<file path="config.mk">
export PLATFORM = sky130hd
export DESIGN_NAME = usrt_apb_regfile
export DESIGN_NICKNAME = d
export VERILOG_FILES = /design/src/rtl/usrt_apb_regfile.sv
export SDC_FILE = /design/constraint.sdc
export NUM_CORES = 1
export LEC_CHECK = 0
export CAP_MARGIN = 30
export CELL_PAD_IN_SITES_DETAIL_PLACEMENT = 2
export CELL_PAD_IN_SITES_GLOBAL_PLACEMENT = 2
export CORE_UTILIZATION = 37
export CTS_CLUSTER_SIZE = 12
export DETAILED_ROUTE_END_ITERATION = 8
export PLACE_DENSITY_LB_ADDON = 0.1
export SLEW_MARGIN = 30
export SYNTH_ARGS = -nofsm -noshare
export SYNTH_HDL_FRONTEND = slang
export SYNTH_SLANG_ARGS = --single-unit
</file>
<file path="constraint.sdc">
create_clock -name i_Pclk -period 2.71 [get_ports i_Pclk]
set_input_delay 0.542 -clock i_Pclk [delete_from_list [all_inputs] [get_ports i_Pclk]]
set_output_delay 0.542 -clock i_Pclk [all_outputs]
set_load 0.05 [all_outputs]
</file>
<file path="src/rtl/usrt_apb_regfile.sv">
// ----------------------------------------------------------------------------
// usrt_apb_regfile
//
// APB slave register file for the USRT. It holds the STATUS, TX, RX and CTRL
// registers. TX and RX FIFOs sit between the APB master and the USRT
// serializer/deserializer. Wait states, PSLVERR reporting and a registered
// level interrupt are included.
//
// Register map (i_Paddr[31:30]):
//   00 STATUS (RO)  [0] tx_full [1] tx_empty [2] rx_full [3] rx_empty
//                   [4] rx_overrun
//   01 TX     (WO)  a write pushes i_Pwdata into the TX FIFO
//   10 RX     (RO)  a read pops the RX FIFO and returns the head entry
//   11 CTRL   (RW)  [0] tx_en [1] rx_en [2] irq_rx_ne_en [3] irq_tx_empty_en
//                   [4] write-1-to-clear rx_overrun (always reads 0)
//
// Ports:
//   i_Pclk, i_Presetn             clock, asynchronous active-low reset
//   i_Psel, i_Penable, i_Pwrite,  APB request
//   i_Paddr, i_Pwdata
//   o_Prdata, o_Pready, o_Pslverr APB response
//   o_Tx_Data, o_Tx_Valid,        TX FIFO head towards the serializer
//   i_Tx_Ready
//   i_Rx_Data, i_Rx_Valid         deserialized words into the RX FIFO
//   o_Irq                         registered level interrupt
// ----------------------------------------------------------------------------
module usrt_apb_regfile #(
  parameter int DATA_W      = 8,
  parameter int FIFO_DEPTH  = 4,
  parameter int WAIT_STATES = 0
) (
  input  logic              i_Pclk,
  input  logic              i_Presetn,
  input  logic              i_Psel,
  input  logic              i_Penable,
  input  logic              i_Pwrite,
  input  logic [31:0]       i_Paddr,
  input  logic [DATA_W-1:0] i_Pwdata,
  output logic [DATA_W-1:0] o_Prdata,
  output logic              o_Pready,
  output logic              o_Pslverr,
  output logic [DATA_W-1:0] o_Tx_Data,
  output logic              o_Tx_Valid,
  input  logic              i_Tx_Ready,
  input  logic [DATA_W-1:0] i_Rx_Data,
  input  logic              i_Rx_Valid,
  output logic              o_Irq
);

  localparam int AW = $clog2(FIFO_DEPTH);
  localparam int PW = AW + 1;
  localparam logic [3:0] WS_CNT = 4'(WAIT_STATES);

  localparam logic [1:0] REG_STATUS = 2'b00;
  localparam logic [1:0] REG_TX     = 2'b01;
  localparam logic [1:0] REG_RX     = 2'b10;
  localparam logic [1:0] REG_CTRL   = 2'b11;

  typedef enum logic [1:0] {
    ST_IDLE   = 2'b00,
    ST_ACCESS = 2'b01,
    ST_DONE   = 2'b10
  } state_t;

  // --------------------------------------------------------------------------
  // State
  // --------------------------------------------------------------------------
  state_t          state_q, state_d;
  logic [3:0]      cnt_q, cnt_d;
  logic [3:0]      ctrl_q, ctrl_d;
  logic            ovr_q, ovr_d;
  logic            irq_q, irq_d;
  logic [PW-1:0]   tx_wr_q, tx_wr_d, tx_rd_q, tx_rd_d;
  logic [PW-1:0]   rx_wr_q, rx_wr_d, rx_rd_q, rx_rd_d;
  logic [DATA_W-1:0] tx_mem [FIFO_DEPTH];
  logic [DATA_W-1:0] rx_mem [FIFO_DEPTH];

  // Only the two register-select bits of the address are decoded.
  logic unused_paddr;
  assign unused_paddr = ^i_Paddr[29:0];

  // --------------------------------------------------------------------------
  // FIFO flags (extra pointer MSB distinguishes full from empty)
  // --------------------------------------------------------------------------
  logic tx_empty, tx_full, rx_empty, rx_full;

  assign tx_empty = (tx_wr_q == tx_rd_q);
  assign tx_full  = (tx_wr_q[AW] != tx_rd_q[AW]) &&
                    (tx_wr_q[AW-1:0] == tx_rd_q[AW-1:0]);
  assign rx_empty = (rx_wr_q == rx_rd_q);
  assign rx_full  = (rx_wr_q[AW] != rx_rd_q[AW]) &&
                    (rx_wr_q[AW-1:0] == rx_rd_q[AW-1:0]);

  logic [DATA_W-1:0] tx_head, rx_head;
  assign tx_head = tx_mem[tx_rd_q[AW-1:0]];
  assign rx_head = rx_mem[rx_rd_q[AW-1:0]];

  // --------------------------------------------------------------------------
  // APB FSM
  // --------------------------------------------------------------------------
  always_ff @(posedge i_Pclk or negedge i_Presetn) begin
    if (!i_Presetn) begin
      state_q <= ST_IDLE;
      cnt_q   <= 4'd0;
    end else begin
      state_q <= state_d;
      cnt_q   <= cnt_d;
    end
  end

  always_comb begin
    state_d = state_q;
    cnt_d   = cnt_q;
    case (state_q)
      ST_IDLE: begin
        if (i_Psel && i_Penable) begin
          state_d = ST_ACCESS;
          cnt_d   = 4'd0;
        end
      end
      ST_ACCESS: begin
        if (!i_Psel) begin
          // Master abandoned the transfer: nothing commits.
          state_d = ST_IDLE;
        end else if (cnt_q == WS_CNT) begin
          state_d = ST_DONE;
        end else begin
          cnt_d = cnt_q + 4'd1;
        end
      end
      ST_DONE: begin
        if (!i_Penable) begin
          state_d = ST_IDLE;
        end
      end
      default: state_d = ST_IDLE;
    endcase
  end

  // Ready is a pure decode of registered state so it never glitches on inputs.
  assign o_Pready = (state_q == ST_ACCESS) && (cnt_q == WS_CNT);

  logic       commit;
  logic [1:0] reg_sel;
  logic       wr_commit, rd_commit;

  assign commit    = o_Pready && i_Psel;
  assign reg_sel   = i_Paddr[31:30];
  assign wr_commit = commit && i_Pwrite;
  assign rd_commit = commit && !i_Pwrite;

  // --------------------------------------------------------------------------
  // FIFO push/pop decisions
  // --------------------------------------------------------------------------
  logic tx_pop, tx_push, rx_pop, rx_push_req, rx_push, ovr_set, ovr_clr, ctrl_wr;

  assign o_Tx_Valid  = !tx_empty && ctrl_q[0];
  assign tx_pop      = o_Tx_Valid && i_Tx_Ready;
  // A full FIFO still takes a push when the head leaves in the same cycle.
  assign tx_push     = wr_commit && (reg_sel == REG_TX) && (!tx_full || tx_pop);

  assign rx_pop      = rd_commit && (reg_sel == REG_RX) && !rx_empty;
  assign rx_push_req = ctrl_q[1] && i_Rx_Valid;
  assign rx_push     = rx_push_req && (!rx_full || rx_pop);
  assign ovr_set     = rx_push_req && rx_full && !rx_pop;

  assign ctrl_wr     = wr_commit && (reg_sel == REG_CTRL);
  assign ovr_clr     = ctrl_wr && i_Pwdata[4];

  // Head is forced to 0 when empty so stale RAM contents never reach the pins.
  assign o_Tx_Data = tx_empty ? '0 : tx_head;

  // --------------------------------------------------------------------------
  // Next-state for control, overrun, pointers and interrupt
  // --------------------------------------------------------------------------
  always_comb begin
    ctrl_d  = ctrl_q;
    ovr_d   = ovr_q;
    tx_wr_d = tx_wr_q;
    tx_rd_d = tx_rd_q;
    rx_wr_d = rx_wr_q;
    rx_rd_d = rx_rd_q;

    if (ctrl_wr) begin
      ctrl_d = i_Pwdata[3:0];
    end

    // Set takes priority over a simultaneous write-1-to-clear.
    if (ovr_set) begin
      ovr_d = 1'b1;
    end else if (ovr_clr) begin
      ovr_d = 1'b0;
    end

    if (tx_push) tx_wr_d = tx_wr_q + PW'(1);
    if (tx_pop)  tx_rd_d = tx_rd_q + PW'(1);
    if (rx_push) rx_wr_d = rx_wr_q + PW'(1);
    if (rx_pop)  rx_rd_d = rx_rd_q + PW'(1);
  end

  assign irq_d = (ctrl_q[2] && !rx_empty) || (ctrl_q[3] && tx_empty) || ovr_q;

  always_ff @(posedge i_Pclk or negedge i_Presetn) begin
    if (!i_Presetn) begin
      ctrl_q  <= 4'd0;
      ovr_q   <= 1'b0;
      irq_q   <= 1'b0;
      tx_wr_q <= '0;
      tx_rd_q <= '0;
      rx_wr_q <= '0;
      rx_rd_q <= '0;
    end else begin
      ctrl_q  <= ctrl_d;
      ovr_q   <= ovr_d;
      irq_q   <= irq_d;
      tx_wr_q <= tx_wr_d;
      tx_rd_q <= tx_rd_d;
      rx_wr_q <= rx_wr_d;
      rx_rd_q <= rx_rd_d;
    end
  end

  assign o_Irq = irq_q;

  // FIFO storage is not reset; validity is tracked by the pointers alone.
  always_ff @(posedge i_Pclk) begin
    if (tx_push) tx_mem[tx_wr_q[AW-1:0]] <= i_Pwdata;
    if (rx_push) rx_mem[rx_wr_q[AW-1:0]] <= i_Rx_Data;
  end

  // --------------------------------------------------------------------------
  // Read data and error response (only while o_Pready is high)
  // --------------------------------------------------------------------------
  logic [DATA_W-1:0] status_word, ctrl_word;

  assign status_word = {{(DATA_W-5){1'b0}}, ovr_q, rx_empty, rx_full, tx_empty, tx_full};
  assign ctrl_word   = {{(DATA_W-4){1'b0}}, ctrl_q};

  always_comb begin
    o_Prdata  = '0;
    o_Pslverr = 1'b0;
    if (o_Pready) begin
      case (reg_sel)
        REG_STATUS: begin
          if (i_Pwrite) o_Pslverr = 1'b1;
          else          o_Prdata  = status_word;
        end
        REG_TX: begin
          if (i_Pwrite) o_Pslverr = tx_full && !tx_pop;
          else          o_Pslverr = 1'b1;
        end
        REG_RX: begin
          if (i_Pwrite)      o_Pslverr = 1'b1;
          else if (rx_empty) o_Pslverr = 1'b1;
          else               o_Prdata  = rx_head;
        end
        default: begin
          if (!i_Pwrite) o_Prdata = ctrl_word;
        end
      endcase
    end
  end

endmodule

</file>
Yosys cells after proc, flatten, opt, wreduce, memory -nomap -nowiden
Memories as Yosys holds them, arrays and structs flattened.
Cells that the tools add are included.
{ "totals": {"register_bits": 24, "mem_bits_rw": 64, "input_bits": 55, "elab_cells": 100, "memories": 2} }
{ "op_classes": {"add_sub_neg": 5, "eq_ne": 16, "n_mux": 28, "n_reduce_logical": 40} }
{ "memory_table": {"columns": ["name", "depth", "word_bits", "rd", "rd_clocked_by_memory_dff", "write_ports", "line_no", "rtl"], "rows": [
  ["rx_mem", 4, 8, 1, 0, 1, "76", "logic [DATA_W-1:0] rx_mem [FIFO_DEPTH];"],
  ["tx_mem", 4, 8, 1, 0, 1, "75", "logic [DATA_W-1:0] tx_mem [FIFO_DEPTH];"]
]} }
{ "ops": {"columns": ["operator", "count"], "rows": [
  ["$mux W8", 4],
  ["$pmux W8 S3", 1],
  ["$logic_and A1 B1 Y1", 22],
  ["$mux W4", 4],
  ["$add A3 B1 Y3 const B", 4],
  ["$mux W1", 11],
  ["$mux W2", 4],
  ["$ne A2 B2 Y1 const B", 4],
  ["$pmux W4 S2", 1],
  ["$logic_not A1 Y1", 7],
  ["$eq A2 B2 Y1 const B", 3],
  ["$eq A3 B3 Y1", 2],
  ["$pmux W2 S3", 1],
  ["$mux W5", 1],
  ["$add A4 B1 Y4 const B", 1],
  ["$eq A2 B1 Y1 const B", 2],
  ["$eq A2 B2 Y1", 2],
  ["$logic_not A2 Y1", 2],
  ["$logic_not A4 Y1", 1],
  ["$logic_or A1 B1 Y1", 4],
  ["$reduce_and A4 Y1", 1],
  ["$reduce_bool A2 Y1", 2],
  ["$ne A3 B3 Y1 const B", 1],
  ["$pmux W1 S3", 1],
  ["2 further kinds", 3]
]} }

Depth between registers and ports, before layout
{ "logic_depth": {"ltp_word": 10, "mapped_depth": 6, "depth_no_buf": 6} }

Worst setup path before layout
OpenSTA, ideal clock, no wires.
{ "synth_timing": {"path_kind": "register to output", "startpoint": "reg cnt_q[0]", "endpoint": "out o_Pslverr", "arrival_ps": 2829, "path_slack_ps": -661, "path_stages_with_launch": 6, "path_cell_list": "dfrtp_1 inv_1 ha_1 or3b_1 nor3b_1 o21a_1"} }
{ "synth_via": {"elab_chain_len": 3} }
{ "synth_rtl": {"columns": ["element", "line_no", "rtl"], "rows": [
  ["from (decl)", "69", "logic [3:0] cnt_q, cnt_d;"],
  ["from (signal assigned)", "107", "cnt_q <= cnt_d;"],
  ["$logic_not A4 Y1", "141", "assign o_Pready = (state_q == ST_ACCESS) && (cnt_q == WS_CNT);"],
  ["$logic_and A1 B1 Y1", "141", null],
  ["via o_Pready", "40", "output logic o_Pready,"],
  ["$mux W1", "242", "if (o_Pready) begin"],
  ["to (decl)", "41", "output logic o_Pslverr,"]
]} }
The timed path passes the listed nets, and every way through them passes these cells.

Worst setup path after layout
{ "layout_timing": {"startpoint": "in i_Tx_Ready", "endpoint": "out o_Pslverr"} }
{ "layout_via": {"elab_chain_len": 6} }
{ "layout_rtl": {"columns": ["element", "line_no", "rtl"], "rows": [
  ["from (decl)", "44", "input logic i_Tx_Ready,"],
  ["$logic_and A1 B1 Y1", "158", "assign tx_pop = o_Tx_Valid && i_Tx_Ready;"],
  ["$logic_not A1 Y1", "249", "if (i_Pwrite) o_Pslverr = tx_full && !tx_pop;"],
  ["$logic_and A1 B1 Y1", "249", null],
  ["$mux W1", "249", null],
  ["$pmux W1 S3", "243", "case (reg_sel)"],
  ["$mux W1", "242", null]
]} }
No other way between the ends.

==> implementation parameters <==
Parameter                              Value

CTS
  H-tree levels    3
  Clock tree from TritonCTS    yes
  Insertion delay of the later-clocked pin in the worst-skew pair    350 ps
  Number of clock sinks seen by CTS    88
  Root Driver    sky130_fd_sc_hd__clkbuf_8
  Maximum buffer depth of the clock tree    2
  Clock slew at reported path FFs    100 ps
  CTS Buf Count    9

Power
  Power density over cell area    957 nW/um^2
  VDD IR-drop max    0.000516 V
  Leakage    1.92 nW
  Final Power    0.00492 W

Synth
  Top cells by area in the synthesized netlist    sky130_fd_sc_hd__edfxtp_1 (48%), sky130_fd_sc_hd__dfrtp_1 (15%), sky130_fd_sc_hd__mux4_1 (5.3%)
  Main synth FF type    sky130_fd_sc_hd__edfxtp_1
  Avg Synthesized Cell Area    16.2 sq um
  Net count after synthesis    312
  Synth unique cells    49
  Area leader, netlist    sky130_fd_sc_hd__edfxtp_1
  Sequential element share of the synthesized area    0.634
  Yosys synthesis warning count    0
  Number of synthesized register bits    88
  Post-synth top area share    0.483
  Most frequent cell after synthesis    sky130_fd_sc_hd__edfxtp_1
  Leading post-synthesis cells by instance count    sky130_fd_sc_hd__edfxtp_1 (64), sky130_fd_sc_hd__dfrtp_1 (24), sky130_fd_sc_hd__nor2b_1 (14), sky130_fd_sc_hd__ha_1 (12), sky130_fd_sc_hd__inv_1 (12)
  Cells after Synth    245
  Cell area after synthesis    3980 sq um
  Number of enable-type register cells in the synthesized netlist    64
  Ys async rst share    0.273

GRT
  Largest net degree at the start of global routing    25
  Wire length of the first global-routing pass    14.7 mm
  Overall routing resource usage    0.179
  Number of global-route vias before repair    2,620
  Number of antenna violations at the first check in global routing    0
  Sum of overflow across all layers after global routing    0

Worst setup path
  WP data arrival    2130 ps
  CP startpoint kind    input pin
  Data required time of the critical path    2170 ps
  Crit path largest cell delay    480 ps
  Internal reg-to-reg setup slack    390 ps
  Library cell contributing the largest single delay on the critical path    sky130_fd_sc_hd__or4b_4
  Kind of critical path    in2out
  Highest fanout seen on the critical path    3
  CP endpoint kind    output pin
  CP cell instances    clkdlybuf4s50_1 -> nand2_1 -> or4b_4 -> a21oi_1 -> o21a_1 -> buf_12

Timing
  Setup TNS    0 ps
  Share of the cycle needed by the critical path after routing    0.986
  Final Critical Period    2670 ps
  Slew Viols, Final    0
  Setup violations, final    0
  Post-route clock skew    8.10 ps
  Hold violation total from the final report    0
  Max_slew headroom    0.648
  Worst hold-check slack    499 ps
  Fmax    0.374 GHz
  Slew of the pin with the lowest slew margin    525 ps

Placed design
  Port Buffers    44
  Routability Congestion    0.734
  Total placed cells including tap cells    438
  HPWL after DPL    6.56 mm

Layout
  Number of antenna repair diodes    0
  Number of standard cells in the final layout excluding fillers    459
  Fraction of layout cells with a size suffix above 1    0.331
  Final standard cell utilization of the core    0.496
  # nets final    385
  Area growth, synth to finish    29.2%

Die
  Height of the die    106 um
  Standard-cell row count    37
  Num ports    75
  Horizontal die dimension    106 um
  Initial Util    0.384
  Floorplan die area    11,200 sq um
  Core Area    10,400 sq um

Detailed routing
  Drt first-iter violations    125
  # DRC    0
  Total length of routed wires    9.37 mm
  Via count of the routed design    2,371
  Antenna viol nets, final    0
  Wire per inst    20.4 um
  Ratio of routed vias to standard cells    5.17
  Number of iterations in the first detailed-routing pass    4

Flow run
  Number of max-cap violations    0

Status
  Run status    finished, final reports clean

Hold path
  Type of the most critical hold path    reg2reg
==> report_power, final <==
group | internal (W) | switching, W | total (W)
Combinational | 0.000955 | 0.00129 | 0.00225
Clock | 0.000351 | 0.000518 | 0.000869
Sequential | 0.00161 | 0.000190 | 0.00180
==> per-stage QoR <==
stage | instance area [sq um] | setup WS (ps)
after floorplan | 4000 | 38.1
after global placement | 4820 | 19.0
after detailed placement | 4820 | 34.1
after CTS | 5040 | 12.4
after global routing | 5140 | -31.2
final | 5140 | 38.2
==> worst paths after layout <==
| kind | from | end | cells past startpoint |
|---|---|---|---|
| min in group asynchronous | i_Presetn | tx_rd_q[2]$_DFFE_PN0P_ | 2 |
| max in group asynchronous | i_Presetn | rx_rd_q[0]$_DFFE_PN0P_ | 2 |
| worst max register to register | cnt_q[0]$_DFFE_PN0P_ | rx_mem[3][3]$_DFFE_PP_ | 8 |
| worst max-delay path | i_Tx_Ready | o_Pslverr | 6 |
| worst min register to register | tx_wr_q[2]$_DFFE_PN0N_ | tx_wr_q[2]$_DFFE_PN0N_ | 1 |
| worst min-delay path | tx_wr_q[2]$_DFFE_PN0N_ | tx_wr_q[2]$_DFFE_PN0N_ | 1 |
==> flip-flops by register name, indices dropped and copies added, names as in the netlist <==
signal,cells
cnt_q,4
rx_wr_q,3
rx_rd_q,3
ovr_q,1
rx_mem,32
state_q,2
ctrl_q,4
tx_wr_q,3
tx_mem,32
tx_rd_q,3
o_Irq,1
==> placed cells by master, fill, tap and decap left out, types with 8 or more instances in the layout <==
cell / netlist / layout
sky130_fd_sc_hd__nor2b_1: 14 / 11
sky130_fd_sc_hd__inv_1: 12 / 11
sky130_fd_sc_hd__nand2_1: 9 / 8
sky130_fd_sc_hd__mux4_1: 8 / 8
sky130_fd_sc_hd__mux4_2: 8 / 8
sky130_fd_sc_hd__dfrtp_1: 24 / 22
sky130_fd_sc_hd__buf_12: 0 / 13
sky130_fd_sc_hd__buf_4: 1 / 30
sky130_fd_sc_hd__xor2_1: 9 / 9
sky130_fd_sc_hd__edfxtp_1: 64 / 64
sky130_fd_sc_hd__ha_1: 12 / 11
sky130_fd_sc_hd__clkdlybuf4s50_1: 0 / 25
sky130_fd_sc_hd__clkbuf_8: 0 / 9
==> area by class of cell <==
cell class / instances / area (sq um)
tap: 136 / 170
inverter: 12 / 45.0
clock inverter: 7 / 63.8
timing repair buffer: 69 / 747
sequential: 88 / 2520
fill: 978 / 5230
clock buffer: 9 / 124
multi-input combinational: 138 / 1470
==> timing repair <==
action                                  4_1_cts  5_1_grt
endpoints found under the setup margin        5        9
buffers inserted                              0        5
hold buffers                                  0        0
pin swaps                                     0        3
gates resized for setup                       6       15
==> worst max-delay path: cells and delay by family <==
kind / cells / cell delay, ps
simple gates: 2 / 600
buf+inv: 2 / 570
compound gates: 2 / 410
==> metal layers <==
| metal | vias to the layer above | wire (um) | GRT usage |
|---|---|---|---|
| met4 | 0 | 87 | 0.0556 |
| li1 | 1090 | - | - |
| met5 | - | 0 | 0 |
| met1 | 1236 | 4030 | 0.225 |
| met3 | 7 | 240 | 0.0297 |
| met2 | 38 | 5010 | 0.314 |
==> cell families (layout without fill, tap and decap cells) <==
logic type,Yosys count,count (layout),synth area share
muxes,24,24,0.122
DFF,88,88,0.634
and+or+nand+nor,63,63,0.104
xor gates and xnor gates,16,16,0.0352
AOI/OAI and AO/OA,23,23,0.0440
adders and majority gates,12,12,0.0377
buffers and inverters,19,97,0.0233
Note: power is estimated with default switching activity, not from simulation.
